## config.mk

```make
export PLATFORM = sky130hd
export DESIGN_NAME = pair_triple_scan_ctrl
export DESIGN_NICKNAME = d
export VERILOG_FILES = /design/src/rtl/pair_triple_pkg.sv /design/src/rtl/majority3.sv /design/src/rtl/pair_triple_scan_ctrl.sv
export SDC_FILE = /design/constraint.sdc
export NUM_CORES = 1
export LEC_CHECK = 0
export CAP_MARGIN = 30
export CORE_MARGIN = 2
export CORE_UTILIZATION = 55
export CTS_BUF_LIST = sky130_fd_sc_hd__clkbuf_16
export DETAILED_ROUTE_END_ITERATION = 7
export PLACE_DENSITY = 0.88
export SLEW_MARGIN = 10
export SYNTH_ARGS = -nofsm -noshare
export SYNTH_HDL_FRONTEND = slang
export SYNTH_SLANG_ARGS = --single-unit
```

## constraint.sdc

```tcl
create_clock -name clk -period 2.97 [get_ports clk]
set_input_delay 0.594 -clock clk [delete_from_list [all_inputs] [get_ports clk]]
set_output_delay 0.594 -clock clk [all_outputs]
set_load 0.01 [all_outputs]
```

## src/rtl/pair_triple_pkg.sv

```systemverilog
// Shared types and the 2-of-3 majority helper used by the pair/triple scan sequencer.
package pair_triple_pkg;

    localparam int GROUP_W = 3;

    typedef enum logic [1:0] {
        IDLE = 2'd0,
        EVAL = 2'd1,
        HOLD = 2'd2
    } state_t;

    function automatic logic maj3(input logic a, input logic b, input logic c);
        return ((a | b) & c) | (a & b);
    endfunction

endpackage

```

## src/rtl/majority3.sv

```systemverilog
// Combinational pair/triple evaluator: high when at least two of the three voter bits are set.
module majority3
    import pair_triple_pkg::*;
(
    input  logic [GROUP_W-1:0] grp,
    output logic               maj
);

    assign maj = maj3(grp[0], grp[1], grp[2]);

endmodule

```

## src/rtl/pair_triple_scan_ctrl.sv

```systemverilog
// Snapshots all voter groups on a trigger, evaluates one group per cycle through a single
// majority3, then holds the result vector and its popcount until the consumer acks.
module pair_triple_scan_ctrl
    import pair_triple_pkg::*;
#(
    parameter  int NUM_GROUPS = 4,
    parameter  int MAX_COUNT  = 10_000_000,
    localparam int CNT_W      = $clog2(NUM_GROUPS + 1)
) (
    input  logic                          clk,
    input  logic                          rst,
    input  logic                          start,
    input  logic                          auto_en,
    input  logic [GROUP_W*NUM_GROUPS-1:0] groups,
    output logic                          busy,
    output logic                          valid,
    input  logic                          ack,
    output logic [NUM_GROUPS-1:0]         result,
    output logic [CNT_W-1:0]              majority_count,
    output logic                          overrun
);

    localparam int IDX_W  = (NUM_GROUPS > 1) ? $clog2(NUM_GROUPS) : 1;
    localparam int TICK_W = $clog2(MAX_COUNT);
    localparam logic [TICK_W-1:0] TICK_LAST = TICK_W'(MAX_COUNT - 1);
    localparam logic [IDX_W-1:0]  IDX_LAST  = IDX_W'(NUM_GROUPS - 1);

    state_t                        state_reg;
    logic [GROUP_W*NUM_GROUPS-1:0] snapshot_reg;
    logic [IDX_W-1:0]              idx_reg;
    logic [TICK_W-1:0]             tick_cnt_reg;
    logic [NUM_GROUPS-1:0]         result_reg;
    logic [CNT_W-1:0]              count_reg;
    logic                          overrun_reg;

    logic                          tick;
    logic                          trigger;
    logic                          maj_bit;
    logic [GROUP_W-1:0]            snap_grp [NUM_GROUPS];
    logic [GROUP_W-1:0]            sel_grp;

    assign tick    = (tick_cnt_reg == TICK_LAST);
    assign trigger = start | (auto_en & tick);

    always_ff @(posedge clk or posedge rst) begin
        if (rst) begin
            tick_cnt_reg <= '0;
        end else if (tick) begin
            tick_cnt_reg <= '0;
        end else begin
            tick_cnt_reg <= tick_cnt_reg + 1'b1;
        end
    end

    generate
        for (genvar gi = 0; gi < NUM_GROUPS; gi++) begin : g_split
            assign snap_grp[gi] = snapshot_reg[GROUP_W*gi +: GROUP_W];
        end
    endgenerate

    always_comb begin
        sel_grp = '0;
        for (int g = 0; g < NUM_GROUPS; g++) begin
            if (idx_reg == IDX_W'(g)) begin
                sel_grp = snap_grp[g];
            end
        end
    end

    majority3 u_majority3 (
        .grp (sel_grp),
        .maj (maj_bit)
    );

    always_ff @(posedge clk or posedge rst) begin
        if (rst) begin
            state_reg    <= IDLE;
            snapshot_reg <= '0;
            idx_reg      <= '0;
            result_reg   <= '0;
            count_reg    <= '0;
        end else begin
            case (state_reg)
                IDLE: begin
                    if (trigger) begin
                        snapshot_reg <= groups;
                        idx_reg      <= '0;
                        result_reg   <= '0;
                        count_reg    <= '0;
                        state_reg    <= EVAL;
                    end
                end
                EVAL: begin
                    // result was cleared on the trigger edge, so OR-ing in each bit is enough
                    result_reg <= result_reg | (NUM_GROUPS'(maj_bit) << idx_reg);
                    count_reg  <= count_reg + CNT_W'(maj_bit);
                    if (idx_reg == IDX_LAST) begin
                        idx_reg   <= '0;
                        state_reg <= HOLD;
                    end else begin
                        idx_reg <= idx_reg + 1'b1;
                    end
                end
                HOLD: begin
                    if (ack) begin
                        state_reg <= IDLE;
                    end
                end
                default: state_reg <= IDLE;
            endcase
        end
    end

    // Only an enabled tick is a missed scan; a tick landing on the releasing ack edge still sets.
    always_ff @(posedge clk or posedge rst) begin
        if (rst) begin
            overrun_reg <= 1'b0;
        end else if (auto_en && tick && (state_reg != IDLE)) begin
            overrun_reg <= 1'b1;
        end else if ((state_reg == HOLD) && ack) begin
            overrun_reg <= 1'b0;
        end
    end

    assign busy           = (state_reg == EVAL);
    assign valid          = (state_reg == HOLD);
    assign result         = result_reg;
    assign majority_count = count_reg;
    assign overrun        = overrun_reg;

endmodule

```

==> results.md <==
- Final worst slack: 0.4267 ns
- Via density per instance: 5.732
- FF+latch count, synth: between 40 and 50
- Most frequent cells in the layout: 48 x dfrtp_1, 26 x clkdlybuf4s50_1, 18 x nand2_1, 16 x xnor2_1
- Num rows: 23
- IO Port Bufs: 26
- Initial Util: about three fifths
- Layout Nets: 272
- WHS: between 0.4 and 0.5 ns
- Routed wire per std cell: 14.80 µm
- First-pass GRT wire length: 7686 µm
- Maximum achievable frequency: 0.3932 GHz
- Die W: 69.45 µm
- Vias in the first global route: 1,708
- Worst Setup Start Kind: register
- Synth warn: 0
- WS Path Type: register to register
- Clock Skew: 0.006040 ns
- HP Class: register to register
- Leak: 1.193 nW
- Root buf cell: clkbuf_16
- Cts repair resizes: 0
- Antenna violations before repair: 0
- Starting DRT DRC Count: 150
- DRT antenna net count: 0
- Post-Route Utilization: 68.86%
- Max capacitance violation total: 0
- Core ar.: 4058 µm²
- Slowest-stage cell, CP: or4_1
- Max_slew headroom: between 40% and 50%
- Power Density: 777.9 nW/µm²
- Clock sink count: 48
- Filler cells: 295
- Die H: 69.45 µm
- Unrepaired setup endpoints after global routing: false
- Fraction of layout cells with a size suffix above 1: 12.90%
- CTS H-tree lvls: 2
- Hold buffer count at cts: 0
- Synth Net Count: 241
- Drt first pass iters: 4
- Sum of negative setup slack: 0 ns
- Commonest non-fill, non-tap cell in the layout: dfrtp_1
- Worst setup EP type: register
- Area of the mapped netlist: 2356 µm²
- Syn_area_per_cell: 10.86 µm²
- Max reg flops: 24
- Status: completed
- Clock Pin Slew Worst Setup and Hold Paths: about 0.06 ns
- Worst-path fanout max: 19
- Post-synthesis cell count: 217
- Sequential area share after synthesis: 50.98%
- Post-synth cell types: 36
- Final period utilization: 85.63%
- Via Count: 1,708
- Largest net degree at the start of global routing: 20
- Final setup fails: 0
- DIE AREA: 4823 µm²
- Final Power: 2.174 mW
- Final Routed Wirelength: 4409 µm
- Diode count: 0
- Final period demand of the worst path: around 2.5 ns
- CTS Buf Count: 5
- Layout area overhead: 18.59%
- Setup Buffers After CTS: 0
- Total track usage: 19.68%
- CTS tree: yes
- IO Count: 27
- Worst skew pair latency: 0.29 ns
- Req. time, crit path: 3.15 ns
- Worst-path cell chain: ha_1 > nand4_4 > or4_1 > o21ai_4 > buf_4 > a2bb2o_4
- GRT overflow: 0
- Placer's final routability congestion estimate: 0.8552
- Deepest clock path buffer count: 2
- DRC violations left: 0
- Max IR drop VDD: 0.5466 mV
- Final Hold Viols: 0
- Max Slew Vio Count: 0
- Max incr delay on CP: 0.69 ns
- Worst slack at placement: 0.4238 ns
- Final HPWL DP: 3166 µm
- Worst EP arrival: 2.72 ns
- Worst Tran Pin Value: 0.8539 ns
layout make-up:
class / count / area (µm²) / share of cell area (%)
timing repair buffer: 29 / 282.8 / 10.12
inverter: 15 / 56.30 / 2.015
clock buffer: 5 / 125.1 / 4.478
clock inverter: 2 / 8.758 / 0.3135
multi-input combinational: 149 / 1057 / 37.84
sequential: 48 / 1201 / 42.99
tap: 50 / 62.56 / 2.239
cells in the mapped netlist:
master,number,area (µm²)
nand4_4,1,21.27
o31ai_1,1,7.510
and4b_1,1,10.01
nand4_1,11,68.82
nor2b_1,2,12.51
mux2_2,12,135.1
inv_1,15,56.30
dfrtp_1,48,1201
nor2_1,15,56.30
o22ai_1,3,18.77
nor3_1,10,50.05
or2_2,2,12.51
mux2i_1,2,20.02
ha_1,7,87.58
buf_6,3,33.78
clkbuf_1,2,7.510
nand2b_1,4,25.02
nor4_1,5,31.28
o2111ai_1,1,8.760
xnor2_1,16,140.1
and3_1,2,12.51
a21oi_1,1,5.000
maj3_1,3,30.03
nor3b_1,1,7.510
nor2_2,1,6.260
o22a_1,1,8.760
nand3_1,12,60.06
a41oi_1,1,8.760
nand2_1,18,67.56
o21ai_0,5,25.02
or4_1,2,15.01
a2bb2o_2,3,33.78
a2bb2o_4,1,20.02
xor2_1,3,26.28
o21ai_4,1,16.27
a31o_2,1,8.760
critical path: cells and delay by family, from the launching register on:
family | cells | cell delay [ns]
adder cells (fa/ha/maj) | 1 | 0.26
buffers and inverters | 1 | 0.23
AND/OR/NAND/NOR | 2 | 0.84
AO/OA/AOI/OAI | 2 | 0.73
flip-flops | 1 | 0.38
per-stage QoR:
step / area [µm²] / instances
floorplan: 2356 / 217
global placement: 2660 / 291
detailed placement: 2660 / 291
CTS: 2794 / 298
global route: 2794 / 298
finish: 2794 / 298
per-layer routing:
layer | wire length [µm] | GRT usage, % | part of all wire, %
met5 | 0 | 0 | 0
met4 | 128 | 9.368 | 2.9
met3 | 154 | 4.506 | 3.5
met2 | 2088 | 30.24 | 47
met1 | 2038 | 26.41 | 46
final timing paths:
check,from,end,slack [ns],cells past startpoint
max in group asynchronous,rst,tick_cnt_reg[7]$_DFF_PP0_,1.84,3
max,tick_cnt_reg[0]$_DFF_PP0_,result[2]$_DFFE_PP0P_,0.43,6
max reg2reg,tick_cnt_reg[0]$_DFF_PP0_,result[2]$_DFFE_PP0P_,0.43,6
min,tick_cnt_reg[0]$_DFF_PP0_,tick_cnt_reg[0]$_DFF_PP0_,0.49,1
min in group asynchronous,rst,tick_cnt_reg[2]$_DFF_PP0_,0.57,2
min reg2reg,tick_cnt_reg[0]$_DFF_PP0_,tick_cnt_reg[0]$_DFF_PP0_,0.49,1
kinds of logic (layout without fill, tap and decap cells):
logic type / Yosys count / count (layout) / share of synthesized area [%]
XOR/XNOR: 19 / 19 / 7.063
AND/OR/NAND/NOR: 87 / 87 / 19.38
adder cells (fa/ha/maj): 10 / 10 / 4.992
multiplexers: 14 / 14 / 6.585
AO/OA/AOI/OAI: 19 / 19 / 6.851
flip-flops: 48 / 48 / 50.98
buffers and inverters: 20 / 51 / 4.142
power by group:
part | internal, mW | switching [mW]
Clock | 0.303 | 0.226
Combinational | 0.387 | 0.330
Sequential | 0.815 | 0.112
Total | 1.51 | 0.668
No activity file was read; power rests on OpenSTA's default activity.
